**src/rtl/bus_arbiter_pkg.sv**
```systemverilog
`default_nettype none
// ============================================================================
//  Module      : bus_arbiter_pkg
//  Description : State encodings and master IDs shared by the bus arbiter.
//  Revision    : 1.0 - initial release
// ============================================================================
package bus_arbiter_pkg;

    typedef enum logic [1:0] {
        IDLE  = 2'd0,
        READ  = 2'd1,
        WRITE = 2'd2
    } state_e;

    localparam logic M0 = 1'b0;
    localparam logic M1 = 1'b1;

endpackage : bus_arbiter_pkg
`default_nettype wire

```
**src/rtl/rr_arbiter2.sv**
```systemverilog
`default_nettype none
// ============================================================================
//  Module      : rr_arbiter2
//  Description : Two-way round-robin grant; one-hot grant output.
//  Revision    : 1.0 - initial release
// ============================================================================
module rr_arbiter2
    import bus_arbiter_pkg::*;
(
    input  logic [1:0] req,
    input  logic       last_grant,
    output logic [1:0] grant
);

    always_comb begin
        grant = 2'b00;
        case (req)
            2'b01:   grant = 2'b01;
            2'b10:   grant = 2'b10;
            // On conflict the master that was not granted last wins
            2'b11:   grant = (last_grant == M1) ? 2'b01 : 2'b10;
            default: grant = 2'b00;
        endcase
    end

endmodule : rr_arbiter2
`default_nettype wire

```
**src/rtl/bus_arbiter.sv**
```systemverilog
`default_nettype none
// ============================================================================
//  Module      : bus_arbiter
//  Description : Two-master to one-slave arbiter, one outstanding transaction.
//  Revision    : 1.0 - initial release
// ============================================================================
module bus_arbiter
    import bus_arbiter_pkg::*;
#(
    parameter int addr_width   = 32,
    parameter int data_width   = 32,
    parameter int strobe_width = data_width / 8,
    parameter int resp_width   = 1
) (
    input  logic                    clock,
    input  logic                    reset,

    input  logic                    m0_r_addr_valid,
    output logic                    m0_r_addr_ready,
    input  logic [addr_width-1:0]   m0_r_addr,
    output logic                    m0_r_data_valid,
    input  logic                    m0_r_data_ready,
    output logic [data_width-1:0]   m0_r_data,

    input  logic                    m1_r_addr_valid,
    output logic                    m1_r_addr_ready,
    input  logic [addr_width-1:0]   m1_r_addr,
    output logic                    m1_r_data_valid,
    input  logic                    m1_r_data_ready,
    output logic [data_width-1:0]   m1_r_data,
    input  logic                    m1_w_data_addr_valid,
    output logic                    m1_w_data_addr_ready,
    input  logic [data_width-1:0]   m1_w_data,
    input  logic [addr_width-1:0]   m1_w_addr,
    input  logic [strobe_width-1:0] m1_w_strobe,
    output logic                    m1_w_resp_valid,
    input  logic                    m1_w_resp_ready,
    output logic [resp_width-1:0]   m1_w_resp,

    output logic                    s_r_addr_valid,
    input  logic                    s_r_addr_ready,
    output logic [addr_width-1:0]   s_r_addr,
    input  logic                    s_r_data_valid,
    output logic                    s_r_data_ready,
    input  logic [data_width-1:0]   s_r_data,
    output logic                    s_w_data_addr_valid,
    input  logic                    s_w_data_addr_ready,
    output logic [data_width-1:0]   s_w_data,
    output logic [addr_width-1:0]   s_w_addr,
    output logic [strobe_width-1:0] s_w_strobe,
    input  logic                    s_w_resp_valid,
    output logic                    s_w_resp_ready,
    input  logic [resp_width-1:0]   s_w_resp
);

    state_e     state_q, state_d;
    logic       owner_q, owner_d;
    logic       last_grant_q, last_grant_d;
    logic [1:0] req;
    logic [1:0] grant;

    assign req = {m1_r_addr_valid | m1_w_data_addr_valid, m0_r_addr_valid};

    rr_arbiter2 u_rr_arbiter2 (
        .req        (req),
        .last_grant (last_grant_q),
        .grant      (grant)
    );

    // Response payloads fan out unconditionally; only the valids are steered
    assign m0_r_data  = s_r_data;
    assign m1_r_data  = s_r_data;
    assign m1_w_resp  = s_w_resp;
    assign s_r_addr   = grant[1] ? m1_r_addr : m0_r_addr;
    assign s_w_data   = m1_w_data;
    assign s_w_addr   = m1_w_addr;
    assign s_w_strobe = m1_w_strobe;

    always_ff @(posedge clock) begin
        if (reset) begin
            state_q      <= IDLE;
            owner_q      <= M0;
            last_grant_q <= M1;
        end else begin
            state_q      <= state_d;
            owner_q      <= owner_d;
            last_grant_q <= last_grant_d;
        end
    end

    always_comb begin
        state_d              = state_q;
        owner_d              = owner_q;
        last_grant_d         = last_grant_q;
        m0_r_addr_ready      = 1'b0;
        m1_r_addr_ready      = 1'b0;
        m1_w_data_addr_ready = 1'b0;
        m0_r_data_valid      = 1'b0;
        m1_r_data_valid      = 1'b0;
        m1_w_resp_valid      = 1'b0;
        s_r_addr_valid       = 1'b0;
        s_w_data_addr_valid  = 1'b0;
        s_r_data_ready       = 1'b0;
        s_w_resp_ready       = 1'b0;

        case (state_q)
            IDLE: begin
                if (grant[0]) begin
                    s_r_addr_valid  = 1'b1;
                    m0_r_addr_ready = s_r_addr_ready;
                    if (s_r_addr_ready) begin
                        state_d      = READ;
                        owner_d      = M0;
                        last_grant_d = M0;
                    end
                end else if (grant[1]) begin
                    // m1 read takes precedence over its own write
                    if (m1_r_addr_valid) begin
                        s_r_addr_valid  = 1'b1;
                        m1_r_addr_ready = s_r_addr_ready;
                        if (s_r_addr_ready) begin
                            state_d      = READ;
                            owner_d      = M1;
                            last_grant_d = M1;
                        end
                    end else begin
                        s_w_data_addr_valid  = 1'b1;
                        m1_w_data_addr_ready = s_w_data_addr_ready;
                        if (s_w_data_addr_ready) begin
                            state_d      = WRITE;
                            owner_d      = M1;
                            last_grant_d = M1;
                        end
                    end
                end
            end
            READ: begin
                if (owner_q == M0) begin
                    m0_r_data_valid = s_r_data_valid;
                    s_r_data_ready  = m0_r_data_ready;
                end else begin
                    m1_r_data_valid = s_r_data_valid;
                    s_r_data_ready  = m1_r_data_ready;
                end
                if (s_r_data_valid && s_r_data_ready) begin
                    state_d = IDLE;
                end
            end
            WRITE: begin
                m1_w_resp_valid = s_w_resp_valid;
                s_w_resp_ready  = m1_w_resp_ready;
                if (s_w_resp_valid && m1_w_resp_ready) begin
                    state_d = IDLE;
                end
            end
            default: begin
                state_d = IDLE;
            end
        endcase

        // Handshakes are suppressed outright while reset is held
        if (reset) begin
            m0_r_addr_ready      = 1'b0;
            m1_r_addr_ready      = 1'b0;
            m1_w_data_addr_ready = 1'b0;
            m0_r_data_valid      = 1'b0;
            m1_r_data_valid      = 1'b0;
            m1_w_resp_valid      = 1'b0;
            s_r_addr_valid       = 1'b0;
            s_w_data_addr_valid  = 1'b0;
            s_r_data_ready       = 1'b0;
            s_w_resp_ready       = 1'b0;
        end
    end

endmodule : bus_arbiter
`default_nettype wire
```
**config.mk**
```make
export PLATFORM = sky130hd
export DESIGN_NAME = bus_arbiter
export DESIGN_NICKNAME = d
export VERILOG_FILES = /design/src/rtl/bus_arbiter_pkg.sv /design/src/rtl/rr_arbiter2.sv /design/src/rtl/bus_arbiter.sv
export SDC_FILE = /design/constraint.sdc
export NUM_CORES = 1
export LEC_CHECK = 0
export ABC_AREA = 1
export CORE_AREA = 2 2 137 139
export DETAILED_ROUTE_END_ITERATION = 10
export DIE_AREA = 0 0 139 141
export PLACE_DENSITY = 0.44
export SLEW_MARGIN = 10
export SYNTH_ARGS = -nofsm -noshare
export SYNTH_HDL_FRONTEND = slang
export SYNTH_SLANG_ARGS = --single-unit
```
**constraint.sdc**
```tcl
create_clock -name clock -period 1.4 [get_ports clock]
set_input_delay 0.21 -clock clock [delete_from_list [all_inputs] [get_ports clock]]
set_output_delay 0.21 -clock clock [all_outputs]
set_load 0.05 [all_outputs]
```
==> impl_metrics.toml, run 1 <==
[min_path]
worstHoldPathCells = 0
min_path_type = "in2out"
holdCritStartpoint = "m1_w_data[14]"
min_to = "s_w_data[14]"

[logic_synthesis]
syn_avg_cell_area_um2 = 6.04
syn_inst = 290
async_flop_share = 0
synth_area_um2 = 1750
ys_warn_count = 0
yosysMostFrequentCell = "buf_4"
yosys_most_used_dff = "dfxtp_1"
ys_seq_elements = 4
synth_edf_count = 0
netlist_top_cells_count = "buf_4, nand2_1, inv_1"
yosysTopAreaCell = "buf_4"
synthDistinctLibCells = 20
synthesis.nets = 467
yosys-top-cells-area = "buf_4, nand2_1, dfxtp_1, inv_1, buf_6"
synth_top_area_frac = 0.583
ys_seq_area_frac = 0.0457

[timing]
hold_viol_final = 0
timing.final.ws_setup_ps = -113
worst_pin_slew_ps = 256
drv_slew = 0
setup_viol = 40
rsz0062_at_grt = "yes"
slew-limit-headroom = 0.826
timing.hold.ws_ps = 420
fin_crit_ps = 1510
post-route-period-util = 1.08
fin_worst_skew_ps = 4.06
clock.fmax_mhz = 661

[status]
status = "finished, violations left"
failed_checks = "setup timing"

[route]
antenna_left = 0
drt_pass1_iterations = 4
drc = 0
post_drt_wl_per_cell_um = 14.0
totalWireLength_mm = 7.37
vias = 1685
initialDrtViolationCount = 60
via_per_inst = 3.20

[final_layout]
antenna-diode-count = 0
drive_gt1_frac = 0.580
final_core_util = 0.182
areaGrowthSynthToFinish_pct = 89.6
fin_cells = 527
num-nets-final = 472

[clocking]
cts_buffers = 3
cts-root-buf = "clkbuf_16"
clkLatencyLatePin_ps = 220
htreeDepth = 1
cts_sinks = 4
clkTransAtPathRegs_ps = 30
cts_buffer_depth = 2
cts_tree = "done"
ctsHoldBuffers = 0

[placed_design]
dp.cells = 519
finalWeightedCongestion = 0.704
dpl_worst_slack_ps = -383
dp_hpwl_mm = 5.75
io_buffers = 117

[global_routing]
first_global_vias = 1844
antenna_found_initial = 0
grt_use_total = 0.0661
grt_max_degree = 18
grt_pass1_wl_mm = 10.2
grt.overflow.total = 0

[pwr]
power_density_nw_per_um2 = 736
power.static_leakage_nw = 1.40
irDropWorstVdd_uv = 293

[floorplanning]
die_h_um = 141
pin_count = 352
num_rows = 50
die-width_um = 139
dieArea_um2 = 19600
fp.coreArea_um2 = 18300
start_util = 0.0959

[setup_path]
r2r_slack_ps = 60
worstPathMaxFanout = 8
reg2reg_depth = 9
crit_path_start_kind = "flip-flop"
worst_ep_required_time_ps = 1190
arrival_ps = 1300
r2r_end = "state_q[0]"
end_kind = "output port"
reg2reg_from = "last_grant_q"
critPathKind = "reg2out"

[job]
maxCapViolCount = 0
cells by family (layout without fill, tap and decap cells):
family | Yosys count | count (layout) | synth area share
buf+inv | 149 | 152 | 0.625
simple gates | 128 | 128 | 0.296
compound gates | 8 | 8 | 0.0271
flops | 4 | 4 | 0.0457
mux | 1 | 1 | 0.00571
power by group:
group          switching (mW)  leakage [nW]  internal (mW)
clock network          0.0806        0.0370          0.365
registers              0.0176        0.0344          0.127
logic                   0.947          1.33          0.907
total                    1.04          1.40           1.40
layout by cell type (no fill, tap or decap):
cell type / count
dfxtp_4: 2
nand3_1: 3
buf_4: 13
a21oi_2: 2
dfxtp_2: 2
inv_1: 5
buf_6: 3
clkinv_8: 1
nand2_8: 1
buf_12: 47
nor3_4: 3
dlygate4sd2_1: 2
inv_2: 4
nand3_2: 2
or2_4: 1
nor3b_4: 1
o21ai_0: 2
nor2_1: 1
clkbuf_16: 4
clkdlybuf4s50_1: 71
clkbuf_2: 2
a21oi_1: 1
nand2_2: 52
o21ai_1: 1
mux2i_2: 1
nor3_2: 2
nor2_2: 2
a21oi_4: 2
nand2_4: 18
nand2_1: 36
nor2_4: 5
nand4_1: 1
worst max-delay path, cell delays in order (launching register included):
cell and delay (ps):
dfxtp_2 340, nand2_4 70, nand2_8 110, clkinv_8 80, clkbuf_16 190, nand2_4 90, nand2_4 50, buf_12 140
state kept, by name, indices dropped and copies added, names as in the netlist:
name,cells
owner_q,1
state_q,2
last_grant_q,1
worst max path at each step:
stage / start / end / slack, ps
2_1_floorplan: state_q[1] / m1_w_resp_valid / -390
3_3_place_gp: m0_r_addr_valid / m1_w_data_addr_ready / -370
3_5_place_dp: m1_w_data_addr_valid / s_r_addr[19] / -380
4_1_cts: m1_r_addr_valid / s_r_addr[12] / -160
5_1_grt: m0_r_addr_valid / m1_w_data_addr_ready / -180
6_report: last_grant_q / s_r_addr[11] / -110
timing repair:
action / CTS / global route
setup buffers: 3 / 1
resized for setup: 65 / 63
gates cloned: 0 / 1
pin swaps: 7 / 14
endpoints found under the setup margin: 42 / 45
metal layers:
| layer | vias up | global-route usage | wire, um |
|---|---|---|---|
| met5 | - | 0 | 0 |
| met4 | 0 | 0.0558 | 651 |
| met3 | 71 | 0.0445 | 1160 |
| met2 | 133 | 0.103 | 3510 |
| met1 | 730 | 0.0593 | 2050 |
| li1 | 751 | - | - |
cell type report:
class                           count  area (um2)
Fill cell                        2042       14900
Timing Repair Buffer              139        1840
Multi-Input combinational cell    137         977
Tap cell                          234         293
Sequential cell                     4        90.1
Clock buffer                        3        75.1
Inverter                           10        50.0
stage by stage:
stage	power (mW)	setup TNS (ps)	area [um2]
after floorplan	1.87	-873	1800
after global placement	1.76	-13100	2810
after detailed placement	1.76	-13480	2810
after CTS	2.32	-5300	3080
after global routing	2.55	-5370	3320
final	2.44	-2870	3320
(Power assumes the default switching activity.)
==> run 2: changes to the inputs <==
--- a/constraint.sdc
+++ b/constraint.sdc
@@ -3,2 +3,2 @@
 set_output_delay 0.21 -clock clock [all_outputs]
-set_load 0.05 [all_outputs]
+set_load 0.1 [all_outputs]
==> impl_metrics.toml, run 2 (synthesis results as in run 1) <==
[clocking]
cts_sinks = 4
clkLatencyLatePin_ps = 220
cts_buffers = 3
clkTransAtPathRegs_ps = 30
cts_tree = "done"
htreeDepth = 1
cts_buffer_depth = 2
cts-root-buf = "clkbuf_16"

[job]
maxCapViolCount = 0

[floorplanning]
fp.coreArea_um2 = 18300
start_util = 0.0959
num_rows = 50
die-width_um = 139
pin_count = 352
die_h_um = 141
dieArea_um2 = 19600

[timing]
drv_slew = 0
fin_worst_skew_ps = 0.588
fin_crit_ps = 1620
timing.hold.ws_ps = 420
rsz0062_at_grt = "yes"
timing.final.ws_setup_ps = -223
clock.fmax_mhz = 616
setup_viol = 39
post-route-period-util = 1.16
slew-limit-headroom = 0.826
worst_pin_slew_ps = 259
fin_tns_setup_ps = -5300
hold_viol_final = 0

[global_routing]
grt_use_total = 0.0777
grt_max_degree = 16
first_global_vias = 1889
antenna_found_initial = 0
grt_pass1_wl_mm = 11.5
grt.overflow.total = 0

[final_layout]
final_common_cell = "clkdlybuf4s50_1"
final_cell_mix = "clkdlybuf4s50_1, nand2_4, buf_12, nand2_1, buf_4"
drive_gt1_frac = 0.588
fillCellCount = 2003
largest_register = "state_q"
areaGrowthSynthToFinish_pct = 108
reg.largest.list = "state_q (2), last_grant_q (1), owner_q (1)"
largest_reg_flops = 2
fin_cells = 530
num-nets-final = 475
antenna-diode-count = 0

[placed_design]
dp.cells = 517
io_buffers = 117
dp_hpwl_mm = 5.63
finalWeightedCongestion = 0.710

[setup_path]
end_kind = "output port"
worst_ep_required_time_ps = 1190
crit_path_start_kind = "flip-flop"
worstPathMaxFanout = 5
arrival_ps = 1410
critPathKind = "reg2out"

[route]
drt_pass1_iterations = 4
post_drt_wl_per_cell_um = 15.6
antenna_left = 0
totalWireLength_mm = 8.25
via_per_inst = 3.25
vias = 1725
drc = 0
initialDrtViolationCount = 39

[pwr]
power.static_leakage_nw = 1.58
power_density_nw_per_um2 = 860
irDropWorstVdd_uv = 383
power_mw = 3.14

[status]
status = "finished, violations left"
failed_checks = "setup timing"

[min_path]
min_path_type = "in2out"
[run 2: power breakdown]
part	leakage, nW	switching, mW	internal, mW
Clock	0.0370	0.0742	0.364
Sequential	0.0347	0.0214	0.127
Combinational	1.51	1.54	1.01
Total	1.58	1.64	1.50
[run 2: path summary, 6_finish.rpt]
path,endpoint,startpoint,cells after the start,slack [ps]
worst max register to register,state_q[0],last_grant_q,9,90
worst max-delay path,m1_r_addr_ready,state_q[1],5,-220
worst min-delay path,s_w_addr[24],m1_w_addr[24],0,420
worst min register to register,owner_q,owner_q,2,540
[run 2: repair_timing]
item | CTS | global route
pin swaps | 31 | 20
hold buffers | 0 | 0
resized for setup | 82 | 56
cloned | 4 | 1
setup endpoints to repair | 43 | 45
setup buffers | 5 | 2
[run 2: layout make-up]
type                       instances  area, um2  share of cell area
clock buffer                       3       75.1              0.0206
inverter                          10       52.6              0.0144
multi-input combinational        137       1230               0.337
sequential                         4       92.6              0.0254
tap                              234        293              0.0802
timing repair buffer             142       1910               0.522
[run 2: layer usage]
layer,wire length [um],global-route usage,vias to the layer above
met1,2620,0.0744,749
met5,0,0,-
met3,994,0.0346,70
li1,-,-,761
met2,3940,0.128,145
met4,698,0.0659,0
[run 2: critical path, cell delays in order (launching register included)]
cell	delay [ps]
dfxtp_4	350
nor2_4	190
buf_6	130
nand3_4	80
nor3_4	240
buf_12	200
[run 2: metrics by stage]
stage,utilization,area (um2),setup slack [ps]
after floorplan,-,1950,-263
after global placement,0.160,2920,-433
after detailed placement,0.160,2920,-454
after CTS,0.188,3430,-263
after global routing,0.200,3650,-253
final,0.200,3650,-223
